**config.mk**
```make
export PLATFORM = sky130hd
export DESIGN_NAME = alu_share_arbiter_flat
export DESIGN_NICKNAME = d
export VERILOG_FILES = /design/src/rtl/alu_share_arbiter_if.sv /design/src/rtl/alu_share_arbiter.sv /design/src/flat_wrapper.sv
export SDC_FILE = /design/constraint.sdc
export NUM_CORES = 1
export LEC_CHECK = 0
export ABC_AREA = 1
export BUFFER_PORTS_ARGS = -buffer_cell sky130_fd_sc_hd__buf_4
export CORE_MARGIN = 4
export CORE_UTILIZATION = 47
export DETAILED_ROUTE_END_ITERATION = 8
export PLACE_DENSITY = 0.92
export SYNTH_ARGS = -nofsm -noshare
export SYNTH_HDL_FRONTEND = slang
export SYNTH_SLANG_ARGS = --single-unit
```
**constraint.sdc**
```tcl
create_clock -name clk -period 2.1 [get_ports clk]
set_clock_uncertainty 0.2 [all_clocks]
set_input_delay 0.21 -clock clk [delete_from_list [all_inputs] [get_ports clk]]
set_output_delay 0.21 -clock clk [all_outputs]
set_load 0.01 [all_outputs]
```
**src/rtl/alu_share_arbiter_if.sv**
```systemverilog
// One requester port of alu_share_arbiter: request and response valid/ready handshakes.
// The shared result bus is a plain port on the arbiter, not part of this bundle.
interface alu_share_arbiter_if;
   logic        req_valid;
   logic        req_ready;
   logic [31:0] req_in0;
   logic [31:0] req_in1;
   logic [2:0]  req_func3;
   logic        req_sub;
   logic        rsp_valid;
   logic        rsp_ready;

   modport master (
      output req_valid, req_in0, req_in1, req_func3, req_sub, rsp_ready,
      input  req_ready, rsp_valid
   );

   modport slave (
      input  req_valid, req_in0, req_in1, req_func3, req_sub, rsp_ready,
      output req_ready, rsp_valid
   );
endinterface

```
**src/rtl/alu_share_arbiter.sv**
```systemverilog
// Round-robin share of one combinational ALU between two requesters, one operation in flight.
// IDLE -> EXEC (operands on ALU) -> RESP (result held for owner) -> IDLE.
module alu_share_arbiter #(
   parameter int unsigned CNT_W = 16
) (
   input  logic                  clk,
   input  logic                  rst_n,
   alu_share_arbiter_if.slave    port_a,
   alu_share_arbiter_if.slave    port_b,
   output logic [31:0]           rsp_data,
   output logic [31:0]           alu_in0,
   output logic [31:0]           alu_in1,
   output logic [2:0]            alu_func3,
   output logic                  alu_sub,
   input  logic [31:0]           alu_out,
   output logic                  busy,
   output logic [CNT_W-1:0]      grant_cnt_a,
   output logic [CNT_W-1:0]      grant_cnt_b
);

   typedef enum logic [1:0] {StIdle, StExec, StResp} state_e;
   typedef enum logic {PortA = 1'b0, PortB = 1'b1} port_e;

   localparam logic [CNT_W-1:0] CntMax = {CNT_W{1'b1}};

   state_e       state_q, state_d;
   port_e        owner_q, last_grant_q;
   logic [31:0]  in0_q, in1_q, rsp_data_q;
   logic [2:0]   func3_q;
   logic         sub_q;
   logic [CNT_W-1:0] cnt_a_q, cnt_b_q;

   logic grant_a, grant_b, accept_a, accept_b, owner_rsp_ready;

   // On a tie the port that did not win last time is granted.
   assign grant_a  = port_a.req_valid & (~port_b.req_valid | (last_grant_q == PortB));
   assign grant_b  = port_b.req_valid & (~port_a.req_valid | (last_grant_q == PortA));
   assign accept_a = (state_q == StIdle) & grant_a;
   assign accept_b = (state_q == StIdle) & grant_b;
   assign owner_rsp_ready = (owner_q == PortB) ? port_b.rsp_ready : port_a.rsp_ready;

   always_ff @(posedge clk or negedge rst_n) begin
      if (!rst_n) begin
         state_q <= StIdle;
      end else begin
         state_q <= state_d;
      end
   end

   always_comb begin
      state_d = state_q;
      unique case (state_q)
         StIdle:  if (accept_a || accept_b) state_d = StExec;
         StExec:  state_d = StResp;
         StResp:  if (owner_rsp_ready) state_d = StIdle;
         default: state_d = StIdle;
      endcase
   end

   always_comb begin
      port_a.req_ready = 1'b0;
      port_b.req_ready = 1'b0;
      port_a.rsp_valid = 1'b0;
      port_b.rsp_valid = 1'b0;
      busy             = (state_q != StIdle);
      unique case (state_q)
         StIdle: begin
            port_a.req_ready = grant_a;
            port_b.req_ready = grant_b;
         end
         StResp: begin
            port_a.rsp_valid = (owner_q == PortA);
            port_b.rsp_valid = (owner_q == PortB);
         end
         default: ;
      endcase
   end

   always_ff @(posedge clk or negedge rst_n) begin
      if (!rst_n) begin
         in0_q        <= '0;
         in1_q        <= '0;
         func3_q      <= '0;
         sub_q        <= 1'b0;
         owner_q      <= PortA;
         last_grant_q <= PortB;
         rsp_data_q   <= '0;
         cnt_a_q      <= '0;
         cnt_b_q      <= '0;
      end else begin
         if (accept_b) begin
            in0_q        <= port_b.req_in0;
            in1_q        <= port_b.req_in1;
            func3_q      <= port_b.req_func3;
            sub_q        <= port_b.req_sub;
            owner_q      <= PortB;
            last_grant_q <= PortB;
            if (cnt_b_q != CntMax) cnt_b_q <= cnt_b_q + 1'b1;
         end else if (accept_a) begin
            in0_q        <= port_a.req_in0;
            in1_q        <= port_a.req_in1;
            func3_q      <= port_a.req_func3;
            sub_q        <= port_a.req_sub;
            owner_q      <= PortA;
            last_grant_q <= PortA;
            if (cnt_a_q != CntMax) cnt_a_q <= cnt_a_q + 1'b1;
         end
         if (state_q == StExec) rsp_data_q <= alu_out;
      end
   end

   assign alu_in0     = in0_q;
   assign alu_in1     = in1_q;
   assign alu_func3   = func3_q;
   assign alu_sub     = sub_q;
   assign rsp_data    = rsp_data_q;
   assign grant_cnt_a = cnt_a_q;
   assign grant_cnt_b = cnt_b_q;

endmodule

```
**src/flat_wrapper.sv**
```systemverilog
// flat-port wrapper written by rule: the top's interface ports become plain ports
module alu_share_arbiter_flat 
#(
   parameter int unsigned CNT_W = 16
)
  (clk, rst_n, rsp_data, alu_in0, alu_in1, alu_func3, alu_sub, alu_out, busy, grant_cnt_a, grant_cnt_b, port_a_req_valid, port_a_req_in0, port_a_req_in1, port_a_req_func3, port_a_req_sub, port_a_rsp_ready, port_a_req_ready, port_a_rsp_valid, port_b_req_valid, port_b_req_in0, port_b_req_in1, port_b_req_func3, port_b_req_sub, port_b_rsp_ready, port_b_req_ready, port_b_rsp_valid);
  alu_share_arbiter_if port_a_i ();
  alu_share_arbiter_if port_b_i ();
  input  logic clk;
  input  logic rst_n;
  output logic [31:0] rsp_data;
  output logic [31:0] alu_in0;
  output logic [31:0] alu_in1;
  output logic [2:0] alu_func3;
  output logic alu_sub;
  input  logic [31:0] alu_out;
  output logic busy;
  output logic [CNT_W-1:0] grant_cnt_a;
  output logic [CNT_W-1:0] grant_cnt_b;
  input wire logic [$bits(port_a_i.req_valid)-1:0] port_a_req_valid;
  input wire logic [$bits(port_a_i.req_in0)-1:0] port_a_req_in0;
  input wire logic [$bits(port_a_i.req_in1)-1:0] port_a_req_in1;
  input wire logic [$bits(port_a_i.req_func3)-1:0] port_a_req_func3;
  input wire logic [$bits(port_a_i.req_sub)-1:0] port_a_req_sub;
  input wire logic [$bits(port_a_i.rsp_ready)-1:0] port_a_rsp_ready;
  output wire logic [$bits(port_a_i.req_ready)-1:0] port_a_req_ready;
  output wire logic [$bits(port_a_i.rsp_valid)-1:0] port_a_rsp_valid;
  input wire logic [$bits(port_b_i.req_valid)-1:0] port_b_req_valid;
  input wire logic [$bits(port_b_i.req_in0)-1:0] port_b_req_in0;
  input wire logic [$bits(port_b_i.req_in1)-1:0] port_b_req_in1;
  input wire logic [$bits(port_b_i.req_func3)-1:0] port_b_req_func3;
  input wire logic [$bits(port_b_i.req_sub)-1:0] port_b_req_sub;
  input wire logic [$bits(port_b_i.rsp_ready)-1:0] port_b_rsp_ready;
  output wire logic [$bits(port_b_i.req_ready)-1:0] port_b_req_ready;
  output wire logic [$bits(port_b_i.rsp_valid)-1:0] port_b_rsp_valid;
  assign port_a_i.req_valid = port_a_req_valid;
  assign port_a_i.req_in0 = port_a_req_in0;
  assign port_a_i.req_in1 = port_a_req_in1;
  assign port_a_i.req_func3 = port_a_req_func3;
  assign port_a_i.req_sub = port_a_req_sub;
  assign port_a_i.rsp_ready = port_a_rsp_ready;
  assign port_a_req_ready = port_a_i.req_ready;
  assign port_a_rsp_valid = port_a_i.rsp_valid;
  assign port_b_i.req_valid = port_b_req_valid;
  assign port_b_i.req_in0 = port_b_req_in0;
  assign port_b_i.req_in1 = port_b_req_in1;
  assign port_b_i.req_func3 = port_b_req_func3;
  assign port_b_i.req_sub = port_b_req_sub;
  assign port_b_i.rsp_ready = port_b_rsp_ready;
  assign port_b_req_ready = port_b_i.req_ready;
  assign port_b_rsp_valid = port_b_i.rsp_valid;
  alu_share_arbiter #(.CNT_W(CNT_W)) u_core (.clk(clk), .rst_n(rst_n), .port_a(port_a_i), .port_b(port_b_i), .rsp_data(rsp_data), .alu_in0(alu_in0), .alu_in1(alu_in1), .alu_func3(alu_func3), .alu_sub(alu_sub), .alu_out(alu_out), .busy(busy), .grant_cnt_a(grant_cnt_a), .grant_cnt_b(grant_cnt_b));
endmodule
```
==> qor.yml <==
global_route:
  grt_max_degree: 90
  grt_use_total_pct: 37.8
  first_global_vias: 8621
  gr-total-overflow: 0
  grt_pass1_wl_um: 47400
  antenna_found_initial: 1
detailed_routing:
  vias: 8278
  dr.pass1.iters: 5
  antenna_left: 0
  avgViaCountPerCell: 5.78
  wire_per_inst_um: 21.6
  totalWireLength_um: 30900
  first_iter_violations: 1255
  route.detailed.drc: 0
pwr:
  finalPower_mw: 14.7
  power_density_nw_per_um2: 1280
  peakVddDrop_v: 0.000743
  leakage_nw: 5.55
sta:
  timing.slew.headroom_pct: 67.7
  min_period_over_period_pct: 97.4
  finalMaxSlewViolations: 0
  holdWs_ns: 0.0857
  clock.fmax_mhz: 489
  min_period_ns: 2.04
  finalSetupViolations: 0
  finalSetupTns_ns: 0
  setup_slack_ns: 0.0553
  tightest_slew_ns: 0.479
  final_hold_viol_count: 0
critical_path:
  timing_worst_setup_path_type: "reg -> out"
  cp_top_family: "simple AND/OR/NAND/NOR gates"
  cp-end-kind: "output pin"
  slowest_delay_ns: 0.41
  arrival_ns: 1.63
  crit_path_top_delay_cell: "dfrtp_1"
  cp_common_cell: "nor2_4"
  start_kind: "flop"
  crit_fanout: 10
  timing.critical_path.buf_inv: 2
  path_cells: "nor2_4, nand2_1, nor2_4, buf_6, buf_4"
  cp.required_ns: 1.69
cells_and_area:
  syn_to_final_growth_pct: 74.3
  utilization_pct: 83.1
  drive_above_1_share_pct: 32.9
  nFillCells: 671
  fin_area_sq_um: 11500
  final_nets: 1411
  fin_cells: 1432
  multiInputGateArea_sq_um: 2850
  regArea_sq_um: 3400
floorplanning:
  start_util_pct: 47.7
  rows: 43
  core_area_sq_um: 13800
  die-width_um: 126
  die_h_um: 126
  die_area_sq_um: 16000
  io_pins: 311
cts:
  post_cts_buffers: 0
  cts.clk_slew.worst_paths_ns: 0.06
  numClockSinks: 136
  cts_tree: "yes"
  root_buffer: "clkbuf_16"
  cts.path.max_buffers: 2
  h-tree-depth: 4
  cts_buffers: 17
  clkLatencyLatePin_ns: 0.42
synth:
  ys_seq_elements: 136
  synthDistinctLibCells: 32
  synth_top_area_share_pct: 51.3
  yosys.area.top_type: "dfrtp_1"
  netlist_instances: 760
  synth_top_cells_by_area: "dfrtp_1 (51%), nand2_1 (8.0%), nand3_1 (6.5%)"
  syn_area_per_cell_sq_um: 8.67
  syn_area_sq_um: 6590
  ys_seq_area_share_pct: 51.7
  yosysWarnings: 0
  synth_fp_nets: 936
placement:
  placed_area_sq_um: 9110
  dpl_worst_slack_ns: 0.0819
  portBuffers: 310
  hpwl_um: 16200
  routabilityCongestion: 0.916
  dpl.cell_count: 1225
run_status:
  status: "finished, final reports clean"
flow_run:
  cap_viol_max_count: 0
worst_hold_path:
  min_path_type: "in -> async"
## worst reg2reg max path: stages, from the launching register on
cell	delay (ns)
dfstp_2	0.54
nand2_1	0.12
nand2_1	0.19
nor2_8	0.09
nor2_4	0.32
nand2_4	0.20
nand2_1	0.15
nand2_1	0.08
## cell families (layout without fill, tap and decap cells)
logic type                 Yosys count  count (layout)  synth area share, %
and+or+nand+nor                    361             361                 24.4
xor gates and xnor gates            13              13                 1.73
other                                0               4                    0
muxes                               32              32                 5.47
buffers and inverters               73             561                 5.41
AOI/OAI and AO/OA                  143             143                 10.9
DFF                                136             136                 51.7
adders and majority gates            2               2                0.380
## Yosys cell counts, drive strengths merged
cell type and instances:
and2 2, dfstp 1, dfrtp 135, xnor2 8
mux2 32, nand3 86, o311ai 1, nand2 146
nand3b 6, buf 30, nor3 1, a21oi 68
o21ai 74, nor2 110, clkbuf 13, inv 30
ha 2, xor2 5, nand4 9, or2 1
## flip-flops by register name (all words and copies together) (netlist names), 2 cells and up
signal	flops
u_core.alu_in1	32
u_core.state_q	2
u_core.alu_in0	32
u_core.alu_func3	3
u_core.grant_cnt_a	16
u_core.grant_cnt_b	16
u_core.rsp_data	32
## placed cells by master (no fill, tap or decap), drive strengths merged, types with 2 or more instances in the layout
| cell type | count |
|---|---|
| dfrtp | 135 |
| clkbuf | 21 |
| o21ai | 74 |
| mux2 | 32 |
| nand3b | 6 |
| nor2 | 110 |
| a21oi | 68 |
| dlygate4sd3 | 171 |
| xnor2 | 8 |
| buf | 328 |
| ha | 2 |
| bufinv | 4 |
| nand3 | 86 |
| clkinv | 5 |
| diode | 4 |
| and2 | 2 |
| nand2 | 146 |
| xor2 | 5 |
| nand4 | 9 |
| inv | 31 |
## power breakdown
group | leakage [nW] | switching (mW) | internal (mW)
Combinational | 3.58 | 3.66 | 3.10
Sequential | 1.66 | 0.908 | 3.77
Clock | 0.313 | 1.17 | 2.08
## layout make-up
cell class                 instances  area share [%]
sequential                       136            29.6
antenna                            4          0.0871
clock inverter                    11            1.47
tap                              180            1.96
multi-input combinational        551            24.8
inverter                          30            1.00
clock buffer                      21            4.10
timing repair buffer             499            37.0
## worst paths after layout
path | from | endpoint | slack, ns | cells after the start
min in group clk | port_b_req_valid | u_core.grant_cnt_b[4] | 0.09 | 5
max in group asynchronous | rst_n | u_core.alu_in1[13] | 0.93 | 3
max | u_core.state_q[1] | port_a_req_ready | 0.06 | 5
max reg2reg | u_core.last_grant_q | u_core.grant_cnt_a[5] | 0.08 | 7
min | rst_n | u_core.alu_in1[28] | 0.09 | 2
min reg2reg | u_core.last_grant_q | u_core.last_grant_q | 0.30 | 2
## what timing repair did
action / 4_1_cts / 5_1_grt
hold endpoints to repair: 236 / 0
hold buffers: 171 / 0
setup endpoints to repair: 1 / 19
gates resized for setup: 1 / 3
gates cloned: 0 / 0
## routing by layer
metal,GRT usage (%),part of all wire [%]
met3,11.5,11
met5,0,0
met4,24.2,7.2
met1,41.8,33
met2,63.2,48
No activity file was read; power rests on OpenSTA's default activity.
